`config.mk`:
```
export PLATFORM = sky130hd
export DESIGN_NAME = serial_subtractor
export DESIGN_NICKNAME = d
export VERILOG_FILES = /design/src/rtl/serial_arith_pkg.sv /design/src/rtl/full_subtractor.sv /design/src/rtl/serial_subtractor.sv
export SDC_FILE = /design/constraint.sdc
export NUM_CORES = 1
export LEC_CHECK = 0
export BUFFER_PORTS_ARGS = -buffer_cell sky130_fd_sc_hd__buf_4
export CORE_ASPECT_RATIO = 0.7
export CORE_MARGIN = 8
export CORE_UTILIZATION = 48
export CTS_CLUSTER_SIZE = 8
export DETAILED_ROUTE_END_ITERATION = 10
export GPL_ROUTABILITY_DRIVEN = 0
export MAX_ROUTING_LAYER = met4
export PLACE_DENSITY_LB_ADDON = 0.15
export SETUP_SLACK_MARGIN = 0.02
export SLEW_MARGIN = 5
export SYNTH_ARGS = -nofsm -noshare
export SYNTH_HDL_FRONTEND = slang
export SYNTH_HIERARCHICAL = 1
export SYNTH_SLANG_ARGS = --single-unit
```
`constraint.sdc`:
```
create_clock -name clk -period 1.3 [get_ports clk]
set_input_delay 0 -clock clk [delete_from_list [all_inputs] [get_ports clk]]
set_output_delay 0 -clock clk [all_outputs]
set_load 0.05 [all_outputs]
```
`src/rtl/serial_arith_pkg.sv`:
```
// Shared definitions for the bit-serial arithmetic blocks: FSM state
// encoding (common to the subtractor and a future serial adder) and the
// default operand width.
package serial_arith_pkg;

    typedef enum logic [1:0] {
        ST_IDLE  = 2'd0,
        ST_SHIFT = 2'd1,
        ST_DONE  = 2'd2
    } serial_state_e;

    localparam int SERIAL_W_DEFAULT = 8;

endpackage : serial_arith_pkg

```
`src/rtl/full_subtractor.sv`:
```
// One-bit combinational full subtractor: diff = a - b - bin, with the
// borrow out raised when the subtraction needs to borrow from the next bit.
module full_subtractor (
    input  logic a,
    input  logic b,
    input  logic bin,
    output logic diff,
    output logic bout
);

    assign diff = a ^ b ^ bin;
    assign bout = (~a & b) | (~a & bin) | (b & bin);

endmodule : full_subtractor

```
`src/rtl/serial_subtractor.sv`:
```
// Bit-serial LSB-first subtractor: diff = a - b over WIDTH cycles through a
// single full-subtractor cell, with valid/ready handshakes on both sides.
// Optional build macro SERIAL_SUB_OVF_EN adds the signed overflow output ovf.
//
// state    | meaning
// ---------+-----------------------------------------------------------
// ST_IDLE  | waiting for an operand pair, in_ready high
// ST_SHIFT | one result bit per cycle, busy high
// ST_DONE  | result presented with out_valid until out_ready
module serial_subtractor
    import serial_arith_pkg::*;
#(
    parameter int WIDTH = SERIAL_W_DEFAULT
) (
    input  logic             clk,
    input  logic             rst,
    input  logic             in_valid,
    output logic             in_ready,
    input  logic [WIDTH-1:0] a,
    input  logic [WIDTH-1:0] b,
    output logic             out_valid,
    input  logic             out_ready,
    output logic [WIDTH-1:0] diff,
    output logic             borrow_out,
`ifdef SERIAL_SUB_OVF_EN
    output logic             ovf,
`endif
    output logic             busy
);

    localparam int CNT_W = $clog2(WIDTH);

    serial_state_e    state_q;
    serial_state_e    state_d;
    logic [WIDTH-1:0] a_q;
    logic [WIDTH-1:0] b_q;
    logic [WIDTH-1:0] diff_q;
    logic             bq_q;
    logic             borrow_q;
    logic [CNT_W-1:0] cnt_q;
    logic             fs_diff;
    logic             fs_bout;
    logic             last_bit;

`ifdef SERIAL_SUB_OVF_EN
    logic             a_msb_q;
    logic             b_msb_q;
    logic             ovf_q;
`endif

    full_subtractor u_cell (
        .a    (a_q[0]),
        .b    (b_q[0]),
        .bin  (bq_q),
        .diff (fs_diff),
        .bout (fs_bout)
    );

    assign last_bit   = (cnt_q == CNT_W'(WIDTH - 1));
    assign diff       = diff_q;
    assign borrow_out = borrow_q;
`ifdef SERIAL_SUB_OVF_EN
    assign ovf        = ovf_q;
`endif

    // State register.
    always_ff @(posedge clk or posedge rst) begin
        if (rst) begin
            state_q <= ST_IDLE;
        end else begin
            state_q <= state_d;
        end
    end

    // Next-state decode and handshake/status outputs.
    always_comb begin
        state_d   = state_q;
        in_ready  = 1'b0;
        busy      = 1'b0;
        out_valid = 1'b0;
        case (state_q)
            ST_IDLE: begin
                in_ready = 1'b1;
                if (in_valid) begin
                    state_d = ST_SHIFT;
                end
            end
            ST_SHIFT: begin
                busy = 1'b1;
                if (last_bit) begin
                    state_d = ST_DONE;
                end
            end
            ST_DONE: begin
                out_valid = 1'b1;
                if (out_ready) begin
                    state_d = ST_IDLE;
                end
            end
            default: begin
                state_d = ST_IDLE;
            end
        endcase
    end

    // Operand capture, bit-serial shifting and result/borrow loading.
    always_ff @(posedge clk or posedge rst) begin
        if (rst) begin
            a_q      <= '0;
            b_q      <= '0;
            diff_q   <= '0;
            bq_q     <= 1'b0;
            borrow_q <= 1'b0;
            cnt_q    <= '0;
`ifdef SERIAL_SUB_OVF_EN
            a_msb_q  <= 1'b0;
            b_msb_q  <= 1'b0;
            ovf_q    <= 1'b0;
`endif
        end else begin
            case (state_q)
                ST_IDLE: begin
                    if (in_valid) begin
                        a_q   <= a;
                        b_q   <= b;
                        bq_q  <= 1'b0;
                        cnt_q <= '0;
`ifdef SERIAL_SUB_OVF_EN
                        a_msb_q <= a[WIDTH-1];
                        b_msb_q <= b[WIDTH-1];
`endif
                    end
                end
                ST_SHIFT: begin
                    a_q    <= a_q >> 1;
                    b_q    <= b_q >> 1;
                    diff_q <= {fs_diff, diff_q[WIDTH-1:1]};
                    bq_q   <= fs_bout;
                    cnt_q  <= cnt_q + CNT_W'(1);
                    if (last_bit) begin
                        borrow_q <= fs_bout;
`ifdef SERIAL_SUB_OVF_EN
                        // fs_diff here is the result MSB.
                        ovf_q <= (a_msb_q != b_msb_q) & (fs_diff != a_msb_q);
`endif
                    end
                end
                default: begin
                end
            endcase
        end
    end

endmodule : serial_subtractor
```
==> summary.txt <==
STA
  • Unrepaired setup endpoints after global routing: yes
  • Max-slew violations: 0
  • Setup Skew: 7.32 ps
  • Final period util: 1.03
  • Setup ws final: -38.6 ps
  • Worst Tran Pin Value: between 300 and 400 ps
  • Final Hold Fails: 0
  • Setup violations, final: 1
  • WHS: ~62 ps
  • Final min period: 1340 ps
  • Fmax: about 0.75 GHz
  • Slew headroom: 0.735

Layout
  • Filler cell count: just under 200
  • Layout cell share with drive strength beyond 1: 0.516
  • Area growth, synth to finish: 50.0%
  • Final Util: 0.739
  • Final #Nets: ~210
  • Register area: 778 sq um
  • Fin cells: ~220
  • Area occupied by multi-input gates: just over 800 sq um
  • Inserted Diodes: 0

Pwr
  • Total power: slightly below 6 mW
  • Leakage: approximately 1.1 nW
  • VDD IR-drop max: about 1300 uV
  • Power Dens Cells: about 2500 nW/um^2

Yosys
  • Synth Area per Inst: between 10 and 15 sq um
  • Sequential-to-total area share from yosys stat: 0.507
  • #FFs+latches synth: 31
  • Mapped Area: roughly 1500 sq um
  • Post-Syn Nets: approximately 160
  • Synth unique cells: 27
  • Yosys warns: 6
  • Synth Instances: about 130

Drt
  • DRC viols: 0
  • Avg WL per Cell: between 15 and 20 um
  • WL met1: roughly 1700 um
  • Drt initial violations: 93
  • ANT nets after route: 0
  • Via density per instance: 5.35
  • Uppermost layer routed: met4
  • Met2 wire length: ~1800 um
  • Routed wl met3: 136 um
  • Vias post-DR: between 1000 and 1500
  • Detailed Routing Iterations Pass 1: 4
  • DRT Wirelength: approximately 3700 um

Global routing
  • Vias in the first global route: between 1000 and 1500
  • GRT Overall Usage: 0.143
  • Largest net degree at the start of global routing: 32
  • Initial antenna violation count: 0
  • Grt ovf: 0
  • First-pass GRT wire length: roughly 6000 um

Setup path
  • Setup crit end kind: register
  • Worst path required time: 1460 ps
  • CP Class: register to register
  • Max incr delay on CP: between 500 and 600 ps
  • CP cell instances: fa_1, inv_1, mux2_4
  • CP Max Fanout: 2
  • Critical-path top delay cell: fa_1
  • Startpoint types: register
  • Worst EP arrival: ~1500 ps

Clocking
  • Total number of H-tree levels: 2
  • CTS Buf Count: 5
  • Worst-skew pair later-pin latency: around 270 ps
  • CTS sink count: 31
  • CTS root buf: clkbuf_8
  • CTS tree: done
  • Clock slew at reported path FFs: about 70 ps
  • Clock Path Buffers: 2

Floorplan
  • Die Y: roughly 63 um
  • Die area: around 5300 sq um
  • Die width: around 83 um
  • IO Pins: 32
  • Core box area: 3110 sq um
  • Starting Density: 0.493
  • Site Rows: 17

Status
  • Failing checks: negative setup slack
  • Status: finished with violations

Placement
  • Port-buffer cells: 31
  • Placed insts: approximately 200
  • DP Wirelength: around 2300 um

Run
  • Maxcap violations: 0

Worst hold path
  • HP Class: input port to register
==> logic make-up (layout without fill, tap and decap cells) <==
kind of cell | Yosys count | in the layout | share of synthesized area
muxes | 10 | 10 | 0.0736
and+or+nand+nor | 35 | 36 | 0.179
adders and majority gates | 3 | 3 | 0.0294
buffers and inverters | 31 | 82 | 0.0965
DFF | 31 | 31 | 0.507
AOI/OAI and AO/OA | 22 | 24 | 0.114
==> registers in the layout (all words and copies together), names as in the netlist <==
register,flops
cnt_q,3
diff,8
state_q,2
bq_q,1
borrow_out,1
b_q,8
a_q,8
==> report_power, final <==
group	total [mW]	switching, mW	internal [mW]
Clock	0.822	0.339	0.483
Sequential	1.77	0.331	1.44
Combinational	3.19	1.69	1.50
Total	5.78	2.36	3.42
==> metrics by stage <==
stage / instance area, sq um / setup TNS (ps) / worst slack, ps
final: 2290 / -38.6 / -38.6
after global routing: 2290 / -243 / -85.7
after CTS: 2090 / -159 / -35.6
after detailed placement: 1800 / -1830 / -140
after global placement: 1800 / -1290 / -112
after floorplan: 1550 / 0 / 13.2
==> cells in the mapped netlist <==
cell type | count | share of area
a222oi_1 | 1 | 0.0065
nand2b_1 | 3 | 0.012
fa_1 | 1 | 0.013
ha_1 | 2 | 0.016
nor3b_1 | 13 | 0.064
o21bai_2 | 1 | 0.0074
nor2_1 | 1 | 0.0025
a32o_1 | 1 | 0.0065
mux2_2 | 10 | 0.074
buf_4 | 1 | 0.0049
buf_6 | 3 | 0.022
nor2b_4 | 1 | 0.0090
a21oi_1 | 1 | 0.0033
dfrtp_1 | 31 | 0.51
a22o_1 | 3 | 0.017
inv_1 | 19 | 0.047
buf_2 | 4 | 0.013
a221oi_1 | 1 | 0.0057
o311ai_0 | 1 | 0.0057
clkbuf_1 | 4 | 0.0098
o21ai_0 | 1 | 0.0033
nor4b_1 | 12 | 0.069
nand4bb_1 | 1 | 0.0074
a211oi_1 | 12 | 0.059
nand2_1 | 1 | 0.0025
nand3b_1 | 1 | 0.0049
nor2b_1 | 2 | 0.0082
==> timing repair <==
item / CTS / global route
hold endpoints to repair: 33 / 0
gates cloned: 1 / 2
buffers inserted: 6 / 7
endpoints found under the setup margin: 24 / 27
pin swaps: 2 / 3
hold buffers: 3 / 0
gates resized for setup: 21 / 23
==> per-layer routing <==
metal | GRT usage | vias to the layer above
li1 | - | 578
met1 | 0.179 | 595
met2 | 0.218 | 23
met3 | 0.0372 | 2
met4 | 0.0558 | 0
met5 | - | -
==> worst max-delay path, delay by kind of cell, from the launching register on <==
| family | cells | cell delay (ps) |
|---|---|---|
| buffers and inverters | 1 | 40 |
| flip-flops | 1 | 400 |
| adder cells (fa/ha/maj) | 1 | 530 |
| multiplexers | 1 | 250 |
==> cells in the final DEF (no fill, tap or decap), types with 2 or more instances in the layout <==
master	synthesis	final
a211oi_1	12	11
a22o_1	3	3
buf_12	0	2
buf_4	1	42
buf_6	3	5
buf_8	0	3
clkbuf_8	0	7
dfrtp_1	31	29
dfrtp_2	0	2
dlygate4sd3_1	0	3
inv_1	19	17
inv_2	0	2
mux2_2	10	8
mux2_4	0	2
nand2b_1	3	2
nor2b_1	2	2
nor3b_1	13	12
nor4b_2	0	7
nor4b_4	0	4
o21bai_4	0	2
==> path summary, 6_finish.rpt <==
path | from | end | slack, ps | cells past startpoint
worst max register to register | bq_q | diff[7] | -40 | 3
max in group asynchronous | rst | state_q[0] | 630 | 4
worst max-delay path | bq_q | diff[7] | -40 | 3
worst min register to register | borrow_out | borrow_out | 510 | 1
min in group asynchronous | rst | diff[3] | 360 | 4
worst min-delay path | b[7] | b_q[7] | 60 | 3
==> cell type report <==
| class | count | area share |
|---|---|---|
| clock buffers | 8 | 0.0436 |
| inverters | 19 | 0.0311 |
| multi-input cells | 73 | 0.353 |
| flip-flops and latches | 31 | 0.339 |
| well taps | 38 | 0.0207 |
| repair buffers | 55 | 0.212 |
No activity file was read; power rests on OpenSTA's default activity.
